--- src/rtl/i2c_pkg.sv ---
// i2c_pkg: shared FSM encoding, register offsets and status bit positions for the AXI-Lite I2C master
package i2c_pkg;
    localparam logic [3:0] ST_IDLE     = 4'd0;
    localparam logic [3:0] ST_START    = 4'd1;
    localparam logic [3:0] ST_ADDR     = 4'd2;
    localparam logic [3:0] ST_ADDR_ACK = 4'd3;
    localparam logic [3:0] ST_WR_DATA  = 4'd4;
    localparam logic [3:0] ST_WR_ACK   = 4'd5;
    localparam logic [3:0] ST_RD_DATA  = 4'd6;
    localparam logic [3:0] ST_RD_NACK  = 4'd7;
    localparam logic [3:0] ST_STOP     = 4'd8;
    localparam logic [2:0] REG_CTRL    = 3'd0;
    localparam logic [2:0] REG_ADDR    = 3'd1;
    localparam logic [2:0] REG_TXDATA  = 3'd2;
    localparam logic [2:0] REG_STATUS  = 3'd3;
    localparam logic [2:0] REG_RXDATA  = 3'd4;
    localparam int STAT_BUSY = 0;
    localparam int STAT_DONE = 1;
    localparam int STAT_NACK = 2;
    localparam logic [1:0] RESP_OKAY = 2'b00;
endpackage

--- src/rtl/i2c_master_core.sv ---
// i2c_master_core: quarter-tick bit timing, transfer FSM and shift registers (I2C_CLK_STRETCH_EN enables SCL stretching)
module i2c_master_core
    import i2c_pkg::*;
#(
    parameter int CLK_DIV = 125
) (
    input  logic       S_AXI_ACLK,
    input  logic       slave_rst,
    input  logic       go,
    input  logic       rw,
    input  logic [6:0] addr,
    input  logic [7:0] txdata,
    input  logic       scl_i,
    input  logic       sda_i,
    output logic       scl_oe,
    output logic       sda_oe,
    output logic       busy,
    output logic       done,
    output logic       nack,
    output logic [7:0] rxdata
);
    localparam logic [15:0] DIV_M1 = 16'(CLK_DIV - 1);

    logic [3:0]  state;
    logic [1:0]  q;
    logic [2:0]  bitn;
    logic [7:0]  sh;
    logic [7:0]  tx_r;
    logic [15:0] cnt;
    logic        rw_r;
    logic        ack_bit;
    logic        hold;
    logic        tick;

`ifdef I2C_CLK_STRETCH_EN
    assign hold = (q == 2'd1 || q == 2'd2) && !scl_i;
`else
    logic unused_scl;
    assign unused_scl = scl_i;
    assign hold = 1'b0;
`endif

    assign tick = state != ST_IDLE && !hold && cnt == DIV_M1;
    assign busy = state != ST_IDLE;
    assign done = tick && q == 2'd3 && state == ST_STOP;
    assign nack = tick && q == 2'd3 && ack_bit && (state == ST_ADDR_ACK || state == ST_WR_ACK);
    assign scl_oe = state != ST_IDLE && state != ST_START &&
                    (state == ST_STOP ? q == 2'd0 : (q == 2'd0 || q == 2'd3));
    assign sda_oe = state == ST_START || (state == ST_STOP && q != 2'd3) ||
                    ((state == ST_ADDR || state == ST_WR_DATA) && !sh[7]);

    // Quarter-period counter; parked at zero while idle so every transfer starts on a full quarter
    always_ff @(posedge S_AXI_ACLK or posedge slave_rst) begin
        if (slave_rst)
            cnt <= '0;
        else if (state == ST_IDLE || tick)
            cnt <= '0;
        else if (!hold)
            cnt <= cnt + 16'd1;
    end

    // Transfer sequencer: SDA sampled at the end of q2, state advances at the end of q3
    always_ff @(posedge S_AXI_ACLK or posedge slave_rst) begin
        if (slave_rst) begin
            state   <= ST_IDLE;
            q       <= '0;
            bitn    <= '0;
            sh      <= '0;
            tx_r    <= '0;
            rw_r    <= 1'b0;
            ack_bit <= 1'b0;
            rxdata  <= '0;
        end else if (state == ST_IDLE) begin
            if (go) begin
                state <= ST_START;
                sh    <= {addr, rw};
                rw_r  <= rw;
                tx_r  <= txdata;
                q     <= '0;
                bitn  <= '0;
            end
        end else if (tick) begin
            q <= q + 2'd1;
            if (q == 2'd2) begin
                ack_bit <= sda_i;
                if (state == ST_RD_DATA)
                    sh <= {sh[6:0], sda_i};
            end
            if (state == ST_START && q == 2'd1) begin
                state <= ST_ADDR;
                q     <= '0;
            end
            if (q == 2'd3) begin
                case (state)
                    ST_ADDR, ST_WR_DATA: begin
                        sh   <= {sh[6:0], 1'b0};
                        bitn <= bitn + 3'd1;
                        if (bitn == 3'd7)
                            state <= state == ST_ADDR ? ST_ADDR_ACK : ST_WR_ACK;
                    end
                    ST_ADDR_ACK: begin
                        sh    <= tx_r;
                        state <= ack_bit ? ST_STOP : rw_r ? ST_RD_DATA : ST_WR_DATA;
                    end
                    ST_RD_DATA: begin
                        bitn <= bitn + 3'd1;
                        if (bitn == 3'd7) begin
                            state  <= ST_RD_NACK;
                            rxdata <= sh;
                        end
                    end
                    ST_WR_ACK, ST_RD_NACK: state <= ST_STOP;
                    default: state <= ST_IDLE;
                endcase
            end
        end
    end
endmodule

--- src/rtl/i2c_master_axil.sv ---
// i2c_master_axil: AXI-Lite register file around a single-byte I2C master core (I2C_CLK_STRETCH_EN enables SCL stretching)
module i2c_master_axil
    import i2c_pkg::*;
#(
    parameter int C_S_AXI_ADDR_WIDTH = 5,
    parameter int C_S_AXI_DATA_WIDTH = 32,
    parameter int CLK_DIV            = 125
) (
    input  logic                            S_AXI_ACLK,
    input  logic                            slave_rst,
    input  logic [C_S_AXI_ADDR_WIDTH-1:0]   S_AXI_AWADDR,
    input  logic                            S_AXI_AWVALID,
    output logic                            S_AXI_AWREADY,
    input  logic [C_S_AXI_DATA_WIDTH-1:0]   S_AXI_WDATA,
    input  logic [C_S_AXI_DATA_WIDTH/8-1:0] S_AXI_WSTRB,
    input  logic                            S_AXI_WVALID,
    output logic                            S_AXI_WREADY,
    output logic [1:0]                      S_AXI_BRESP,
    output logic                            S_AXI_BVALID,
    input  logic                            S_AXI_BREADY,
    input  logic [C_S_AXI_ADDR_WIDTH-1:0]   S_AXI_ARADDR,
    input  logic                            S_AXI_ARVALID,
    output logic                            S_AXI_ARREADY,
    output logic [C_S_AXI_DATA_WIDTH-1:0]   S_AXI_RDATA,
    output logic [1:0]                      S_AXI_RRESP,
    output logic                            S_AXI_RVALID,
    input  logic                            S_AXI_RREADY,
    input  logic                            scl_i,
    output logic                            scl_oe,
    input  logic                            sda_i,
    output logic                            sda_oe,
    output logic                            irq
);
    localparam int DW = C_S_AXI_DATA_WIDTH;

    logic          aw_rdy;
    logic          ar_rdy;
    logic          b_vld;
    logic          r_vld;
    logic [DW-1:0] r_data;
    logic [DW-1:0] rd_mux;
    logic [2:0]    wr_idx;
    logic [2:0]    rd_idx;
    logic          wr_en;
    logic          go;
    logic          clr;
    logic          st_wr;
    logic          rw_r;
    logic          ie_r;
    logic [6:0]    addr_r;
    logic [7:0]    tx_r;
    logic          done_r;
    logic          nack_r;
    logic          busy;
    logic          core_done;
    logic          core_nack;
    logic [7:0]    rx;
    logic          unused_bits;

    assign unused_bits = ^{S_AXI_AWADDR[1:0], S_AXI_ARADDR[1:0], S_AXI_WSTRB, S_AXI_WDATA[DW-1:8]};

    assign S_AXI_AWREADY = aw_rdy;
    assign S_AXI_WREADY  = aw_rdy;
    assign S_AXI_BVALID  = b_vld;
    assign S_AXI_BRESP   = RESP_OKAY;
    assign S_AXI_ARREADY = ar_rdy;
    assign S_AXI_RVALID  = r_vld;
    assign S_AXI_RDATA   = r_data;
    assign S_AXI_RRESP   = RESP_OKAY;
    assign irq           = done_r & ie_r;

    assign wr_idx = S_AXI_AWADDR[4:2];
    assign rd_idx = S_AXI_ARADDR[4:2];
    assign wr_en  = aw_rdy;
    assign go     = wr_en && wr_idx == REG_CTRL && S_AXI_WDATA[0];
    assign clr    = go && !busy;
    assign st_wr  = wr_en && wr_idx == REG_STATUS;

    assign rd_mux = rd_idx == REG_CTRL   ? DW'({ie_r, rw_r, 1'b0}) :
                    rd_idx == REG_ADDR   ? DW'(addr_r) :
                    rd_idx == REG_TXDATA ? DW'(tx_r) :
                    rd_idx == REG_STATUS ? DW'({nack_r, done_r, busy}) :
                    rd_idx == REG_RXDATA ? DW'(rx) : '0;

    // AXI-Lite handshakes: one-cycle ready pulses, responses held until accepted
    always_ff @(posedge S_AXI_ACLK or posedge slave_rst) begin
        if (slave_rst) begin
            aw_rdy <= 1'b0;
            b_vld  <= 1'b0;
            ar_rdy <= 1'b0;
            r_vld  <= 1'b0;
            r_data <= '0;
        end else begin
            aw_rdy <= !aw_rdy && S_AXI_AWVALID && S_AXI_WVALID && !b_vld;
            b_vld  <= aw_rdy ? 1'b1 : S_AXI_BREADY ? 1'b0 : b_vld;
            ar_rdy <= !ar_rdy && S_AXI_ARVALID && !r_vld;
            r_vld  <= ar_rdy ? 1'b1 : S_AXI_RREADY ? 1'b0 : r_vld;
            if (ar_rdy)
                r_data <= rd_mux;
        end
    end

    // Register file; a hardware DONE/NACK set beats a simultaneous software clear
    always_ff @(posedge S_AXI_ACLK or posedge slave_rst) begin
        if (slave_rst) begin
            rw_r   <= 1'b0;
            ie_r   <= 1'b0;
            addr_r <= '0;
            tx_r   <= '0;
            done_r <= 1'b0;
            nack_r <= 1'b0;
        end else begin
            if (wr_en && wr_idx == REG_CTRL)
                {ie_r, rw_r} <= S_AXI_WDATA[2:1];
            if (wr_en && wr_idx == REG_ADDR)
                addr_r <= S_AXI_WDATA[6:0];
            if (wr_en && wr_idx == REG_TXDATA)
                tx_r <= S_AXI_WDATA[7:0];
            done_r <= !clr && (core_done || (done_r && !(st_wr && S_AXI_WDATA[STAT_DONE])));
            nack_r <= !clr && (core_nack || (nack_r && !(st_wr && S_AXI_WDATA[STAT_NACK])));
        end
    end

    // The GO write carries RW in the same word, so the core snapshots it straight from WDATA
    i2c_master_core #(
        .CLK_DIV(CLK_DIV)
    ) u_core (
        .S_AXI_ACLK(S_AXI_ACLK),
        .slave_rst (slave_rst),
        .go        (go),
        .rw        (S_AXI_WDATA[1]),
        .addr      (addr_r),
        .txdata    (tx_r),
        .scl_i     (scl_i),
        .sda_i     (sda_i),
        .scl_oe    (scl_oe),
        .sda_oe    (sda_oe),
        .busy      (busy),
        .done      (core_done),
        .nack      (core_nack),
        .rxdata    (rx)
    );
endmodule

--- config.mk ---
export PLATFORM = sky130hd
export DESIGN_NAME = i2c_master_axil
export DESIGN_NICKNAME = d
export VERILOG_FILES = /design/src/rtl/i2c_pkg.sv /design/src/rtl/i2c_master_core.sv /design/src/rtl/i2c_master_axil.sv
export SDC_FILE = /design/constraint.sdc
export NUM_CORES = 1
export LEC_CHECK = 0
export ABC_AREA = 1
export CAP_MARGIN = 20
export CELL_PAD_IN_SITES_DETAIL_PLACEMENT = 0
export CELL_PAD_IN_SITES_GLOBAL_PLACEMENT = 2
export CORE_ASPECT_RATIO = 1.75
export CORE_MARGIN = 5
export CORE_UTILIZATION = 27
export CTS_BUF_LIST = sky130_fd_sc_hd__clkbuf_4 sky130_fd_sc_hd__clkbuf_8
export CTS_CLUSTER_DIAMETER = 40
export DETAILED_ROUTE_END_ITERATION = 8
export PLACE_DENSITY_LB_ADDON = 0.1
export SYNTH_ARGS = -nofsm -noshare
export SYNTH_HDL_FRONTEND = slang
export SYNTH_HIERARCHICAL = 1
export SYNTH_SLANG_ARGS = --single-unit
--- constraint.sdc ---
create_clock -name S_AXI_ACLK -period 1.5 [get_ports S_AXI_ACLK]
set_clock_uncertainty 0.1 [all_clocks]
set_input_delay 0.15 -clock S_AXI_ACLK [delete_from_list [all_inputs] [get_ports S_AXI_ACLK]]
set_output_delay 0.15 -clock S_AXI_ACLK [all_outputs]
set_load 0.005 [all_outputs]
==> impl_metrics.json, run 1 <==
{
  "status": "finished with violations",
  "violations": "setup timing",
  "synth_cell_types": 36,
  "cts.clk_slew.worst_paths_ns": 0.09,
  "via_per_inst": 4.34,
  "hold_violations": 0,
  "port_buffers": 37,
  "async_flop_share_pct": 100,
  "end_kind": "flop",
  "postRouteAntennaNets": 0,
  "syn-instance-count": 660,
  "p_seq_share_pct": 50.7,
  "cts_buffers": 9,
  "power.total_mw": 5.05,
  "nets": 870,
  "cts_tree": "yes",
  "fin_ws_ns": -0.276,
  "switchingPower_mw": 1.40,
  "layout_commonest_cell": "nand2_1",
  "power_density_mw_per_mm2": 754,
  "core_mm2": 0.0175,
  "power_frac_comb_pct": 12.6,
  "cap_violations": 0,
  "p_sw_share_pct": 27.7,
  "cts-root-buf": "clkbuf_8",
  "track_usage_pct": 14.9,
  "cts.sinks": 82,
  "ioPinCount": 99,
  "ir_worst_vdd_uv": 402,
  "dp_cells": 1007,
  "gp_congestion": 0.794,
  "synth-seq-cells": 82,
  "rsz0062_at_grt": "yes",
  "clockBufferDepth": 2,
  "reg2reg_slack_ns": -0.28,
  "worstPathArrival_ns": 1.94,
  "crit_fanout": 8,
  "grt-ovfl-total": 0,
  "dr.pass1.iters": 4,
  "n_antenna_cell": 0,
  "die_y_um": 187,
  "synth_top_flop_cell": "dfrtp_1",
  "avgSynthCellArea_um2": 7.33,
  "use_met3_pct": 2.46,
  "placed_area_mm2": 0.00609,
  "drv_slew": 0,
  "synth_edf_count": 0,
  "hp-class": "in -> async",
  "worstSetupPathType": "reg -> reg",
  "drt-total-wl_mm": 15.2,
  "route.detailed.drc": 0,
  "area_growth_syn_to_layout_pct": 38.5,
  "finish.cell_count_without_fillers": 1043,
  "setup_viol": 56,
  "dieWidth_um": 111,
  "p_leak_nw": 3.59,
  "hold_buffers": 0,
  "via_count": 4524,
  "power.internal_mw": 3.65,
  "clkPwrFrac_pct": 36.6,
  "top_usage_layer": "met2",
  "grt_pass1_vias": 4793,
  "finalCriticalPeriod_ns": 1.78,
  "syn_area_mm2": 0.00484,
  "hpwl_mm": 11.8,
  "drive_gt1_share_pct": 25.6,
  "met1_usage_pct": 16.2,
  "final_cell_mix": "nand2_1 (233), buf_4 (97), dfrtp_1 (81)",
  "grt_max_degree": 52,
  "finalInstanceArea_mm2": 0.00671,
  "use_met2_pct": 29.0,
  "fp.dieArea_mm2": 0.0208,
  "tns_ns": -8.22,
  "max_freq_ghz": 0.563,
  "seq_area_frac_synth_pct": 42.4,
  "antenna_found_initial": 0,
  "grt_pass1_wl_mm": 25.0,
  "initial_core_util_pct": 27.6,
  "pre_cts_ws_ns": -0.309,
  "cp-start-kind": "flop",
  "drt_iter0_markers": 126,
  "rows": 64,
  "post-route-period-util_pct": 118,
  "ys_warn_count": 6,
  "worstPathRequired_ns": 1.66,
  "wl_per_cell_um": 14.6,
  "cts_max_level": 3,
  "num-fill-cells": 1863,
  "clk_latency_ns": 0.36
}
-- cell families (layout without fill, tap and decap cells) --
group,after synthesis,after routing,share of synthesized area (%)
other,1,28,0.0775
adders and majority gates,8,8,2.07
xor gates and xnor gates,5,5,0.905
muxes,1,1,0.233
and+or+nand+nor,385,385,34.9
buffers and inverters,111,236,12.0
AOI/OAI and AO/OA,67,67,7.45
DFF,82,82,42.4
-- layout make-up --
class	instances	area [µm²]	area share, %
Clock buffer	9	124	1.85
Clock inverter	7	100	1.49
Inverter	69	277	4.12
Multi-Input combinational cell	494	2510	37.5
Sequential cell	82	2050	30.6
Tap cell	231	289	4.31
Timing Repair Buffer	150	1340	20.0
Timing Repair inverter	1	6.26	0.0933
-- power by group through the flow --
stage	Sequential [mW]	Clock [mW]	Combinational, mW
CTS	2.57	1.93	0.660
global route	2.59	2.02	0.741
finish	2.56	1.85	0.638
floorplan	2.54	0	0.367
global placement	2.62	0	0.659
detailed placement	2.62	0	0.661
-- through the flow --
stage	hold WS (ns)	utilization, %
6_report	0.0763	38.2
5_1_grt	0.0891	38.2
4_1_cts	0.0646	37.3
3_5_place_dp	0.349	34.7
3_3_place_gp	0.342	34.7
2_1_floorplan	0.154	-
-- registers in the layout, summed over array words and instances, names as in the netlist, 4 cells and up --
| signal | cells |
|---|---|
| u_core/sh | 8 |
| tx_r | 8 |
| u_core/cnt | 16 |
| S_AXI_RDATA | 8 |
| u_core/rxdata | 8 |
| u_core/tx_r | 8 |
| addr_r | 7 |
| u_core/state | 4 |
-- layer usage --
layer  vias to the layer above  wire, µm
li1                       2312         -
met1                      2125      5980
met2                        75      8490
met3                        12       459
met4                         0       286
met5                         -         0
-- cells in the mapped netlist, types with 3 or more instances --
| master | count | area, µm² |
|---|---|---|
| inv_1 | 59 | 221 |
| nand3_1 | 41 | 205 |
| nor2_4 | 4 | 45.0 |
| dfrtp_1 | 82 | 2050 |
| xor2_1 | 3 | 26.3 |
| clkbuf_1 | 3 | 11.3 |
| buf_6 | 6 | 67.6 |
| nand2_2 | 10 | 62.6 |
| nand2_1 | 241 | 905 |
| nand2_4 | 3 | 33.8 |
| nand4_1 | 5 | 31.3 |
| ha_1 | 8 | 100 |
| o211ai_1 | 4 | 30.0 |
| nor3_1 | 10 | 50.1 |
| buf_4 | 29 | 218 |
| o21ai_0 | 29 | 145 |
| o21ai_1 | 8 | 40.0 |
| inv_2 | 9 | 33.8 |
| nand3_2 | 4 | 40.0 |
| nor2_1 | 56 | 210 |
| buf_2 | 4 | 20.0 |
| nor2_2 | 3 | 18.8 |
| a21oi_1 | 22 | 110 |
-- worst paths after layout --
| kind | startpoint | to | cells past startpoint |
|---|---|---|---|
| setup / recovery | u_core/state[2]$_DFFE_PP0P_ | u_core/bitn[2]$_DFFE_PP0P_ | 10 |
| hold / removal | slave_rst | S_AXI_RDATA[7]$_DFFE_PP0P_ | 3 |
| setup reg to reg | u_core/state[2]$_DFFE_PP0P_ | u_core/bitn[2]$_DFFE_PP0P_ | 10 |
| hold reg to reg | u_core/tx_r[2]$_DFFE_PP0P_ | u_core/tx_r[2]$_DFFE_PP0P_ | 2 |
| max in group asynchronous | slave_rst | u_core/state[3]$_DFFE_PP0P_ | 3 |
| min in group S_AXI_ACLK | S_AXI_AWVALID | S_AXI_AWREADY$_DFF_PP0_ | 3 |
-- critical path, cell delays in order, from the launching register on --
cell      delay [ns]
dfrtp_1         0.43
buf_6           0.14
nor2_4          0.11
buf_4           0.15
nand2_4         0.09
buf_12          0.16
nand3_4         0.12
nand2_8         0.09
buf_4           0.15
nand3b_1        0.08
nand2_1         0.06
-- timing repair --
action                     CTS  global route
pin swaps                   11             9
setup endpoints to repair   69            58
gates cloned                 2             1
gates resized for setup     52            31
buffers inserted            13             4
No activity file was read; power rests on OpenSTA's default activity.
==> run 2: changes to the inputs <==
--- a/config.mk
+++ b/config.mk
@@ -10,11 +10,11 @@
 export CELL_PAD_IN_SITES_DETAIL_PLACEMENT = 0
 export CELL_PAD_IN_SITES_GLOBAL_PLACEMENT = 2
 export CORE_ASPECT_RATIO = 1.75
-export CORE_MARGIN = 5
 export CORE_UTILIZATION = 27
 export CTS_BUF_LIST = sky130_fd_sc_hd__clkbuf_4 sky130_fd_sc_hd__clkbuf_8
 export CTS_CLUSTER_DIAMETER = 40
 export DETAILED_ROUTE_END_ITERATION = 8
+export GPL_TIMING_DRIVEN = 0
 export PLACE_DENSITY_LB_ADDON = 0.1
 export SYNTH_ARGS = -nofsm -noshare
 export SYNTH_HDL_FRONTEND = slang
==> impl_metrics.json, run 2 (synthesis results as in run 1) <==
{
  "worstSetupPathType": "reg -> reg",
  "pre_cts_ws_ns": -0.659,
  "power.total_mw": 5.05,
  "fin_ws_ns": -0.293,
  "p_leak_nw": 3.41,
  "rr_startpoint": "u_core/state[0]$_DFFE_PP0P_",
  "finalCriticalPeriod_ns": 1.79,
  "clk_latency_ns": 0.37,
  "fp.dieArea_mm2": 0.0185,
  "rows": 64,
  "violations": "setup timing",
  "via_per_inst": 4.42,
  "track_usage_pct": 19.4,
  "n_antenna_cell": 0,
  "die_y_um": 179,
  "critPathLaunch": "u_core/state[0]$_DFFE_PP0P_",
  "largest_register_ffs": 16,
  "power_density_mw_per_mm2": 770,
  "drt_iter0_markers": 175,
  "cts.sinks": 82,
  "hp-start": "S_AXI_ARVALID",
  "wl_per_cell_um": 16.3,
  "dieWidth_um": 103,
  "port_buffers": 37,
  "grt_pass1_wl_mm": 25.6,
  "grt-ovfl-total": 0,
  "p_sw_share_pct": 27.7,
  "core_mm2": 0.0175,
  "power_frac_comb_pct": 13.2,
  "drive_gt1_share_pct": 26.7,
  "layout_commonest_cell": "nand2_1",
  "cts_tree": "yes",
  "cts.clk_slew.worst_paths_ns": 0.09,
  "switchingPower_mw": 1.40,
  "initial_core_util_pct": 27.6,
  "dr.pass1.iters": 4,
  "dp_cells": 957,
  "ioPinCount": 99,
  "hold_violations": 0,
  "hp-class": "in -> reg",
  "hpwl_mm": 12.6,
  "crit_fanout": 10,
  "clockBufferDepth": 2,
  "area_growth_syn_to_layout_pct": 35.4,
  "cts_max_level": 3,
  "post-route-period-util_pct": 120,
  "worstPathArrival_ns": 1.94,
  "clkPwrFrac_pct": 35.4,
  "rsz0062_at_grt": "yes",
  "via_count": 4497,
  "slew_headroom_pct": 65.3,
  "worstPathRequired_ns": 1.65,
  "drt-total-wl_mm": 16.6,
  "grt_pass1_vias": 4614,
  "cts_buffers": 9,
  "power.internal_mw": 3.65,
  "antenna_found_initial": 0,
  "worst_slew_pin_slew_ns": 0.520,
  "p_seq_share_pct": 51.4,
  "cap_violations": 0,
  "cp-start-kind": "flop",
  "end_kind": "flop",
  "gp_congestion": 0.791,
  "largest_register": "u_core/cnt",
  "status": "finished with violations",
  "finish.cell_count_without_fillers": 1018,
  "grt_max_degree": 39,
  "route.detailed.drc": 0,
  "final_cell_mix": "nand2_1 (225), dfrtp_1 (73), buf_4 (71)",
  "setup_viol": 53,
  "postRouteAntennaNets": 0,
  "cts-root-buf": "clkbuf_8",
  "ir_worst_vdd_uv": 464,
  "max_freq_ghz": 0.558,
  "nets": 845,
  "drv_slew": 0
}
## run 2: cell types whose count changed in the layout (fill, tap and decap cells not counted), moves of 6 or more
cell	change
nand2_2	+9
nand2_1	-8
buf_12	-6
buf_4	-26
dfrtp_1	-8
dfrtp_2	+8
nor2_1	-7
nor2_4	+8
## run 2: layer usage
layer	share of wire, %	GRT usage (%)	up-vias
met2	57	37.9	97
met5	0	0	-
met1	34	17.8	2111
met3	2.7	2.96	33
li1	-	-	2256
met4	6.2	13.2	0
## run 2: final cells by class
cell class                 count  area (µm²)
timing repair buffer          83         736
fill                        1915       11000
multi-input combinational    495        2610
inverter                      69         273
tap                          231         289
buffer                        42         363
sequential                    82        2060
clock inverter                 3        46.3
clock buffer                  13         173
## run 2: through the flow
| step | setup TNS [ns] | hold slack [ns] | instance area (µm²) | utilization (%) |
|---|---|---|---|---|
| 2_1_floorplan | -0.0454 | 0.154 | 4950 | - |
| 3_3_place_gp | -95.51 | 0.351 | 5610 | 32.0 |
| 3_5_place_dp | -22.41 | 0.358 | 5660 | 32.3 |
| 4_1_cts | -11.39 | 0.208 | 6350 | 36.2 |
| 5_1_grt | -13.57 | 0.236 | 6560 | 37.4 |
| 6_report | -9.50 | 0.231 | 6560 | 37.4 |
## run 2: critical path, stage by stage, from the launching register on
cell and delay (ns):
dfrtp_1 0.38, buf_6 0.13, nor2_4 0.16, buf_4 0.17, nand2_8 0.10, inv_8 0.10
nor2_8 0.04, buf_4 0.15, buf_6 0.15, o211ai_1 0.09, nand2_1 0.08
## run 2: what timing repair did
| action | 4_1_cts | 5_1_grt |
|---|---|---|
| resized for setup | 91 | 37 |
| setup endpoints to repair | 68 | 63 |
| gates cloned | 1 | 0 |
| setup buffers | 33 | 10 |
| hold endpoints to repair | 1 | 0 |
| hold buffers | 1 | 0 |
| pin swaps | 20 | 9 |
## run 2: final timing paths
check	to	cells after the start	slack, ns
min in group asynchronous	u_core/rxdata[3]$_DFFE_PP0P_	3	0.56
worst max register to register	u_core/state[3]$_DFFE_PP0P_	10	-0.29
worst max-delay path	u_core/state[3]$_DFFE_PP0P_	10	-0.29
worst min-delay path	S_AXI_ARREADY$_DFF_PP0_	3	0.23
max in group asynchronous	u_core/cnt[8]$_DFF_PP0_	4	0.17
worst min register to register	S_AXI_AWREADY$_DFF_PP0_	1	0.35
## run 2: power groups by stage
stage	Clock [mW]	Sequential, mW	Combinational (mW)
after detailed placement	0	2.65	0.684
after floorplan	0	2.54	0.367
after global placement	0	2.65	0.662
final	1.79	2.60	0.666
after global routing	1.94	2.62	0.768
after CTS	1.87	2.60	0.681
